`src/rtl/p_wt_update.sv`:
```
`default_nettype none
// ============================================================================
//  Module      : p_wt_update
//  Description : Perceptron weight-update stage. Takes the error produced by
//                p_sub together with the input vector behind that prediction
//                and applies w[i] += (err * x[i]) >>> LR_SHIFT one weight per
//                cycle, saturating each weight to its signed range. Holds the
//                weight register file.
//  Ports       : clk        - clock, rising edge
//                reset_     - asynchronous reset, active-low
//                init_valid - load init_w into every weight (IDLE only)
//                init_w     - initial weights, w[0] in the LSBs
//                err_valid  - err / x_vec valid
//                err_ready  - stage can accept err / x_vec
//                err        - signed error from p_sub
//                x_vec      - signed inputs, x[0] in the LSBs
//                busy       - update in progress (state != IDLE)
//                done       - one-cycle pulse when an update completes
//                sat        - at least one weight clamped in the last update
//                w_vec      - current weights, w[0] in the LSBs
//  Revision    : 1.0 - initial release
// ============================================================================
module p_wt_update #(
    parameter int N        = 4,
    parameter int W_PREC   = 8,
    parameter int X_PREC   = 8,
    parameter int E_PREC   = 9,
    parameter int LR_SHIFT = 2
) (
    input  logic                  clk,
    input  logic                  reset_,
    input  logic                  init_valid,
    input  logic [N*W_PREC-1:0]   init_w,
    input  logic                  err_valid,
    output logic                  err_ready,
    input  logic [E_PREC-1:0]     err,
    input  logic [N*X_PREC-1:0]   x_vec,
    output logic                  busy,
    output logic                  done,
    output logic                  sat,
    output logic [N*W_PREC-1:0]   w_vec
);

    localparam int IDX_W = (N > 1) ? $clog2(N) : 1;
    localparam int P_W   = E_PREC + X_PREC;
    // One bit wider than the wider addend so the sum can never wrap.
    localparam int S_W   = ((P_W > W_PREC) ? P_W : W_PREC) + 1;
    localparam logic [IDX_W-1:0] C_LAST_IDX = IDX_W'(N - 1);

    typedef enum logic [1:0] {
        S_IDLE   = 2'd0,
        S_UPDATE = 2'd1,
        S_DONE   = 2'd2
    } state_t;

    state_t                     r_state;
    logic [IDX_W-1:0]           r_idx;
    logic [E_PREC-1:0]          r_err;
    logic [N*X_PREC-1:0]        r_x;
    logic [W_PREC-1:0]          r_w [N];
    logic                       r_sat;

    logic [X_PREC-1:0]          w_x;
    logic [W_PREC-1:0]          w_cur;
    logic [P_W-1:0]             w_err_ext;
    logic [P_W-1:0]             w_x_ext;
    logic signed [P_W-1:0]      w_prod;
    logic signed [P_W-1:0]      w_delta;
    logic signed [S_W-1:0]      w_sum;
    logic                       w_ovf;
    logic [W_PREC-1:0]          w_next;

    // Select the input element and weight addressed by the serial index.
    always_comb begin
        w_x   = '0;
        w_cur = '0;
        for (int i = 0; i < N; i++) begin
            if (r_idx == IDX_W'(i)) begin
                w_x   = r_x[i*X_PREC +: X_PREC];
                w_cur = r_w[i];
            end
        end
    end

    // Full-width signed product; operands sign-extended so it is exact.
    assign w_err_ext = {{X_PREC{r_err[E_PREC-1]}}, r_err};
    assign w_x_ext   = {{E_PREC{w_x[X_PREC-1]}}, w_x};
    assign w_prod    = $signed(w_err_ext) * $signed(w_x_ext);

    // Arithmetic shift floors toward minus infinity (-1 >>> 2 = -1).
    assign w_delta   = w_prod >>> LR_SHIFT;

    assign w_sum = $signed({{(S_W-W_PREC){w_cur[W_PREC-1]}}, w_cur})
                 + $signed({{(S_W-P_W){w_delta[P_W-1]}}, w_delta});

    // The sum fits in W_PREC bits only if all bits from the weight sign bit
    // upward agree; otherwise clamp toward the sign of the sum.
    assign w_ovf  = ~((&w_sum[S_W-1:W_PREC-1]) | ~(|w_sum[S_W-1:W_PREC-1]));
    assign w_next = w_ovf ? (w_sum[S_W-1] ? {1'b1, {(W_PREC-1){1'b0}}}
                                          : {1'b0, {(W_PREC-1){1'b1}}})
                          : w_sum[W_PREC-1:0];

    always_ff @(posedge clk or negedge reset_) begin
        if (!reset_) begin
            r_state <= S_IDLE;
            r_idx   <= '0;
            r_err   <= '0;
            r_x     <= '0;
            r_sat   <= 1'b0;
            for (int i = 0; i < N; i++) begin
                r_w[i] <= '0;
            end
        end else begin
            case (r_state)
                S_IDLE: begin
                    // Weight initialisation wins over a pending error.
                    if (init_valid) begin
                        for (int i = 0; i < N; i++) begin
                            r_w[i] <= init_w[i*W_PREC +: W_PREC];
                        end
                    end else if (err_valid) begin
                        r_err   <= err;
                        r_x     <= x_vec;
                        r_idx   <= '0;
                        r_sat   <= 1'b0;
                        r_state <= (err == '0) ? S_DONE : S_UPDATE;
                    end
                end
                S_UPDATE: begin
                    for (int i = 0; i < N; i++) begin
                        if (r_idx == IDX_W'(i)) begin
                            r_w[i] <= w_next;
                        end
                    end
                    if (w_ovf) begin
                        r_sat <= 1'b1;
                    end
                    if (r_idx == C_LAST_IDX) begin
                        r_state <= S_DONE;
                    end else begin
                        r_idx <= r_idx + IDX_W'(1);
                    end
                end
                S_DONE: begin
                    r_state <= S_IDLE;
                end
                default: begin
                    r_state <= S_IDLE;
                end
            endcase
        end
    end

    assign err_ready = (r_state == S_IDLE) & ~init_valid;
    assign busy      = (r_state != S_IDLE);
    assign done      = (r_state == S_DONE);
    assign sat       = r_sat;

    generate
        for (genvar g = 0; g < N; g++) begin : g_wvec
            assign w_vec[g*W_PREC +: W_PREC] = r_w[g];
        end
    endgenerate

endmodule
`default_nettype wire

```
`config.mk`:
```
export PLATFORM = sky130hd
export DESIGN_NAME = p_wt_update
export DESIGN_NICKNAME = d
export VERILOG_FILES = /design/src/rtl/p_wt_update.sv
export SDC_FILE = /design/constraint.sdc
export NUM_CORES = 1
export LEC_CHECK = 0
export ABC_AREA = 1
export CAP_MARGIN = 20
export CORE_MARGIN = 10
export CORE_UTILIZATION = 61
export CTS_CLUSTER_SIZE = 8
export DETAILED_ROUTE_END_ITERATION = 7
export PLACE_DENSITY = 0.87
export SYNTH_ARGS = -nofsm -noshare
export SYNTH_HDL_FRONTEND = slang
export SYNTH_SLANG_ARGS = --single-unit
```
`constraint.sdc`:
```
create_clock -name clk -period 10.5 [get_ports clk]
set_clock_uncertainty 0.1 [all_clocks]
set_input_delay 2.1 -clock clk [delete_from_list [all_inputs] [get_ports clk]]
set_output_delay 2.1 -clock clk [all_outputs]
set_load 0.01 [all_outputs]
```
==> flow_summary_export.csv, run 1 <==
group,metric,value,unit
sta,max_freq,0.121,GHz
job,max-cap-violations,0,
synth,synth_top_area_frac,0.255,
layout,area_growth,21.1,%
sta,finalCriticalPeriod,8250,ps
outcome,status,"finished clean",
critical_path,critical_path_class,"flop to flop",
synth,ys.flop_type,"dfrtp_1",
critical_path,max_stage_delay,590,ps
synth,synthesis.nets,1200,
drt,avgViaCountPerCell,5.32,
critical_path,crit_required,10630,ps
placed_design,portBuffers,112,
synth,synth_area_per_cell,7.55,um2
hold_path,holdCritStartpoint,"r_x[19]",
global_routing,grt_usage,0.237,
die,start_util,0.628,
sta,rsz0062_at_grt,"no",
synth,ys_types,43,
drt,wl_per_cell,15.8,um
critical_path,ff2ff_setup_slack,2250,ps
placed_design,globalplace.congestion,0.993,
synth,ys_seq_elements,78,
cts,root_buffer,"clkbuf_16",
hold_path,worstHoldPathType,"flop to flop",
drt,routed_wl,20.3,mm
cts,htreeDepth,3,
cts,cts_max_path_buffers,2,
critical_path,reg2reg_depth,36,
critical_path,cp_slowest_cell,"nor2_2",
drt,vias,6843,
synth,synth_common_cells,"nand2_1, inv_1, nor2_1",
global_routing,grt_max_degree,79,
cts,cts_num_sinks,78,
synth,ys_top_cells_by_area,"dfrtp_1, fa_1, nand2_1",
critical_path,cp_data_arrival_time,8380,ps
sta,worst_slew_pin_slew,967,ps
cts,post_cts_buffers,0,
drt,postRouteAntennaNets,0,
critical_path,end_kind,"flop",
synth,synth_area_leader_cell,"dfrtp_1",
hold_path,min_path_cells,2,
critical_path,crit_start,"r_idx[1]",
sta,max-slew-margin-rel,0.355,
cts,hold_buffers,0,
critical_path,critPathMostFrequentCell,"inv_1",
synth,synth_most_common_cell,"nand2_1",
critical_path,path_max_fanout,18,
hold_path,hold-path-endpoint,"r_x[19]",
global_routing,antenna_found_initial,0,
die,coreArea,0.0122,mm2
layout,n_antenna_cell,0,
layout,final_net_count,1302,
sta,setup_viol,0,
drt,first_iter_violations,574,
global_routing,grt_pass1_vias,6923,
sta,slew_viol_final,0,
critical_path,start_kind,"flop",
cts,cts_resized,0,
synth,seq_area_frac_synth,0.255,
die,die_y,132,um
critical_path,rr_startpoint,"r_idx[1]",
drt,drc,0,
critical_path,r2r-end,"w_vec[30]",
synth,yosysWarningCount,0,
sta,timing.setup.tns,0,ps
global_routing,grt-ovfl-total,0,
global_routing,grt_pass1_wl,34.2,mm
layout,drive_gt1_frac,0.0786,
cts,clk-insertion-delay-late,340,ps
cts,cts.clk_slew.worst_paths,60,ps
die,rows,40,
cts,cts-buffers-inserted,9,
die,fp.dieArea,0.0174,mm2
cts,cts_tree,"done",
sta,hold_viol,0,
placed_design,dp_hpwl,16.0,mm
die,num_io_pins,113,
die,die_width,132,um
synth,netlist_area,0.00764,mm2
sta,period_share,0.786,
synth,synthArstFlopShare,1.00,
synth,syn_inst,1012,
drt,first_pass_iters,5,
synth,synth_edf_count,0,
-- flip-flops by register name, summed over array words and instances, names as in the netlist --
signal	flops
sat	1
r_err	9
r_x	32
r_state	2
r_idx	2
w_vec	32
-- layout make-up --
| class | instances | area [um2] |
|---|---|---|
| fillers | 900 | 2910 |
| multi-input cells | 718 | 4860 |
| well taps | 168 | 210 |
| clock inverters | 7 | 105 |
| inverters | 190 | 716 |
| clock buffers | 9 | 225 |
| flip-flops and latches | 78 | 1950 |
| repair buffers | 117 | 1180 |
-- cell families (layout without fill, tap and decap cells) --
group / count (synthesis) / count (layout) / share of synthesized area
fa+ha+maj: 111 / 111 / 0.243
flops: 78 / 78 / 0.255
xor+xnor: 24 / 24 / 0.0300
simple gates: 456 / 456 / 0.251
buf+inv: 216 / 323 / 0.108
compound gates: 127 / 127 / 0.113
-- metal layers --
| metal | up-vias | track usage | wire length, um | share of wire |
|---|---|---|---|---|
| li1 | 3324 | - | - | - |
| met4 | 0 | 0.0680 | 425 | 0.021 |
| met5 | - | 0 | 0 | 0 |
| met3 | 41 | 0.0553 | 1670 | 0.083 |
| met1 | 3181 | 0.312 | 8750 | 0.43 |
| met2 | 297 | 0.379 | 9440 | 0.47 |
-- placed cells by master, fill, tap and decap left out, types with 2 or more instances in the layout --
| cell type | count |
|---|---|
| a21oi_1 | 23 |
| a21oi_2 | 28 |
| a221oi_1 | 8 |
| a22oi_1 | 8 |
| a31oi_1 | 5 |
| and2_1 | 2 |
| buf_4 | 3 |
| bufinv_16 | 2 |
| clkbuf_16 | 9 |
| clkdlybuf4s50_1 | 111 |
| dfrtp_1 | 78 |
| fa_1 | 62 |
| ha_1 | 49 |
| inv_1 | 187 |
| inv_2 | 2 |
| inv_6 | 2 |
| nand2_1 | 286 |
| nand2_2 | 15 |
| nand2_4 | 9 |
| nand3_1 | 11 |
| nand3b_1 | 3 |
| nand4_1 | 2 |
| nor2_1 | 112 |
| nor2_2 | 5 |
| nor3_1 | 3 |
| nor4_1 | 3 |
| o211ai_1 | 8 |
| o21ai_0 | 31 |
| o21ai_1 | 3 |
| o31ai_1 | 8 |
| xnor2_1 | 6 |
| xor2_1 | 17 |
-- worst max-delay path: cells and delay by family, from the launching register on --
family	cells	cell delay (ps)
and+or+nand+nor	11	1700
buffers and inverters	7	760
DFF	1	390
AOI/OAI and AO/OA	9	1540
adders and majority gates	7	3220
xor gates and xnor gates	2	390
-- per-stage QoR --
step / util / hold WS (ps) / setup WS [ps] / instances / cell area [um2]
6_report: 0.760 / 385 / 2250 / 1287 / 9250
3_3_place_gp: 0.730 / 364 / 2580 / 1268 / 8870
2_1_floorplan: - / 350 / 3650 / 1012 / 7640
5_1_grt: 0.760 / 402 / 1570 / 1287 / 9250
3_5_place_dp: 0.730 / 367 / 2470 / 1269 / 8880
4_1_cts: 0.758 / 385 / 2390 / 1285 / 9210
-- worst max-delay path by stage --
stage                           end  depth (start not counted)
after floorplan            w_vec[0]                         36
after global placement     w_vec[6]                         40
after detailed placement  w_vec[30]                         39
after CTS                 w_vec[30]                         36
after global routing      w_vec[30]                         41
final                     w_vec[30]                         36
Power of run 1 is not shown: default switching activity piles up to over one toggle a cycle in this logic, so the estimate is an artifact.
==> inputs of run 2 (changes only) <==
--- a/config.mk
+++ b/config.mk
@@ -8,10 +8,10 @@
 export ABC_AREA = 1
 export CAP_MARGIN = 20
 export CORE_MARGIN = 10
-export CORE_UTILIZATION = 61
+export CORE_UTILIZATION = 56
 export CTS_CLUSTER_SIZE = 8
 export DETAILED_ROUTE_END_ITERATION = 7
-export PLACE_DENSITY = 0.87
+export PLACE_DENSITY = 0.81
 export SYNTH_ARGS = -nofsm -noshare
 export SYNTH_HDL_FRONTEND = slang
 export SYNTH_SLANG_ARGS = --single-unit
==> constraint.sdc (replaced) <==
create_clock -name clk -period 8.3 [get_ports clk]
set_clock_uncertainty 0.1 [all_clocks]
set_input_delay 1.66 -clock clk [delete_from_list [all_inputs] [get_ports clk]]
set_output_delay 1.66 -clock clk [all_outputs]
set_load 0.01 [all_outputs]
==> run 2 against run 1 <==
  * Via count fell by 1.8%
  * Die area increased by 7.6%
  * Register-to-register slack got worse by 1600 ps
  * Cell area rose by 0.11%
  * Fmax is 8.3% higher
  * Non-clock buffer count rose by 5
  * First-iteration DRC count decreased by 5.1%
  * Largest cell class unchanged
==> flow_summary_export.csv, run 2 (synthesis gave the netlist of run 1 again) <==
group,metric,value,unit
critical_path,cp_slowest_cell,"fa_1",
outcome,status,"finished clean",
sta,rsz0062_at_grt,"no",
die,rows,42,
cts,clk-insertion-delay-late,340,ps
cts,cts.clk_slew.worst_paths,60,ps
cts,htreeDepth,3,
sta,hold_viol,0,
die,die_y,137,um
sta,slew_viol_final,0,
hold_path,worstHoldPathType,"flop to flop",
critical_path,critPathMostFrequentCell,"nand2_1",
sta,max-slew-margin-rel,0.347,
critical_path,critical_path_class,"flop to flop",
layout,multi_input_area,0.00486,mm2
drt,vias,6721,
critical_path,end_kind,"flop",
global_routing,grt_usage,0.224,
sta,max_freq,0.131,GHz
job,max-cap-violations,0,
layout,final_common_cell,"nand2_1",
global_routing,grt_max_degree,79,
drt,routed_wl,20.4,mm
placed_design,globalplace.congestion,0.986,
drt,drc,0,
critical_path,reg2reg_depth,40,
global_routing,antenna_found_initial,0,
hold_path,min_path_cells,2,
drt,avgViaCountPerCell,5.17,
critical_path,cp_data_arrival_time,7780,ps
drt,first_iter_violations,545,
cts,cts_max_path_buffers,2,
placed_design,dp_hpwl,16.3,mm
critical_path,start_kind,"flop",
critical_path,max_stage_delay,530,ps
sta,period_share,0.918,
die,die_width,137,um
global_routing,grt_pass1_vias,6744,
die,num_io_pins,113,
cts,root_buffer,"clkbuf_16",
layout,n_antenna_cell,0,
cts,cts-buffers-inserted,9,
layout,area_growth,21.2,%
drt,postRouteAntennaNets,0,
drt,first_pass_iters,5,
cts,cts_tree,"done",
layout,n_fill_cell,1088,
sta,setup_viol,0,
placed_design,portBuffers,112,
drt,wl_per_cell,15.7,um
sta,timing.setup.tns,0,ps
global_routing,grt-ovfl-total,0,
sta,finalCriticalPeriod,7620,ps
layout,drive_gt1_frac,0.0827,
critical_path,path_max_fanout,17,
die,coreArea,0.0133,mm2
critical_path,crit_required,8470,ps
cts,post_cts_buffers,0,
cts,cts_num_sinks,78,
sta,worst_slew_pin_slew,979,ps
layout,final_cell_mix,"nand2_1, inv_1, nor2_1, clkdlybuf4s50_1, dfrtp_1",
die,start_util,0.575,
layout,final_net_count,1307,
die,fp.dieArea,0.0187,mm2
layout,register_area,0.00195,mm2
global_routing,grt_pass1_wl,33.5,mm
run 2: repair_timing:
item / CTS / global route
endpoints found under the hold margin: 0 / 0
setup endpoints to repair: 0 / 10
hold buffers: 0 / 0
gates resized for setup: 0 / 1
run 2: area by class of cell:
type,count,area share
multi-input combinational,718,0.525
sequential,78,0.211
clock buffer,9,0.0243
timing repair buffer,122,0.131
clock inverter,7,0.00797
inverter,190,0.0773
tap,176,0.0238
run 2: path summary, 6_finish.rpt:
check / from / endpoint / slack [ps]
min in group asynchronous: reset_ / w_vec[31] / 1340
min: r_x[17] / r_x[17] / 390
max: r_idx[0] / w_vec[10] / 680
min reg2reg: r_x[17] / r_x[17] / 390
max reg2reg: r_idx[0] / w_vec[10] / 680
max in group asynchronous: reset_ / r_err[0] / 6090
run 2: through the flow:
step / cell area [um2] / hold WS [ps] / util / std cells / worst slack [ps]
6_report: 9260 / 388 / 0.696 / 1300 / 684
5_1_grt: 9260 / 397 / 0.696 / 1300 / 64.8
3_5_place_dp: 8930 / 369 / 0.672 / 1283 / 732
3_3_place_gp: 8920 / 365 / 0.671 / 1281 / 827
4_1_cts: 9230 / 385 / 0.694 / 1299 / 693
2_1_floorplan: 7640 / 350 / - / 1012 / 1450
run 2: worst max-delay path: cells and delay by family (launching register included):
family | cells | cell delay (ps)
simple gates | 17 | 1630
compound gates | 8 | 1400
xor+xnor | 1 | 100
fa+ha+maj | 7 | 3110
buf+inv | 7 | 790
flops | 1 | 420
run 2: routing by layer:
| layer | part of all wire | wire, um | vias up | track usage |
|---|---|---|---|---|
| met5 | 0 | 0 | - | 0 |
| met2 | 0.46 | 9450 | 222 | 0.350 |
| met3 | 0.067 | 1360 | 33 | 0.0539 |
| met4 | 0.020 | 404 | 0 | 0.0580 |
| met1 | 0.45 | 9140 | 3154 | 0.305 |
| li1 | - | - | 3312 | - |
Power of run 2 is left out for the same reason.
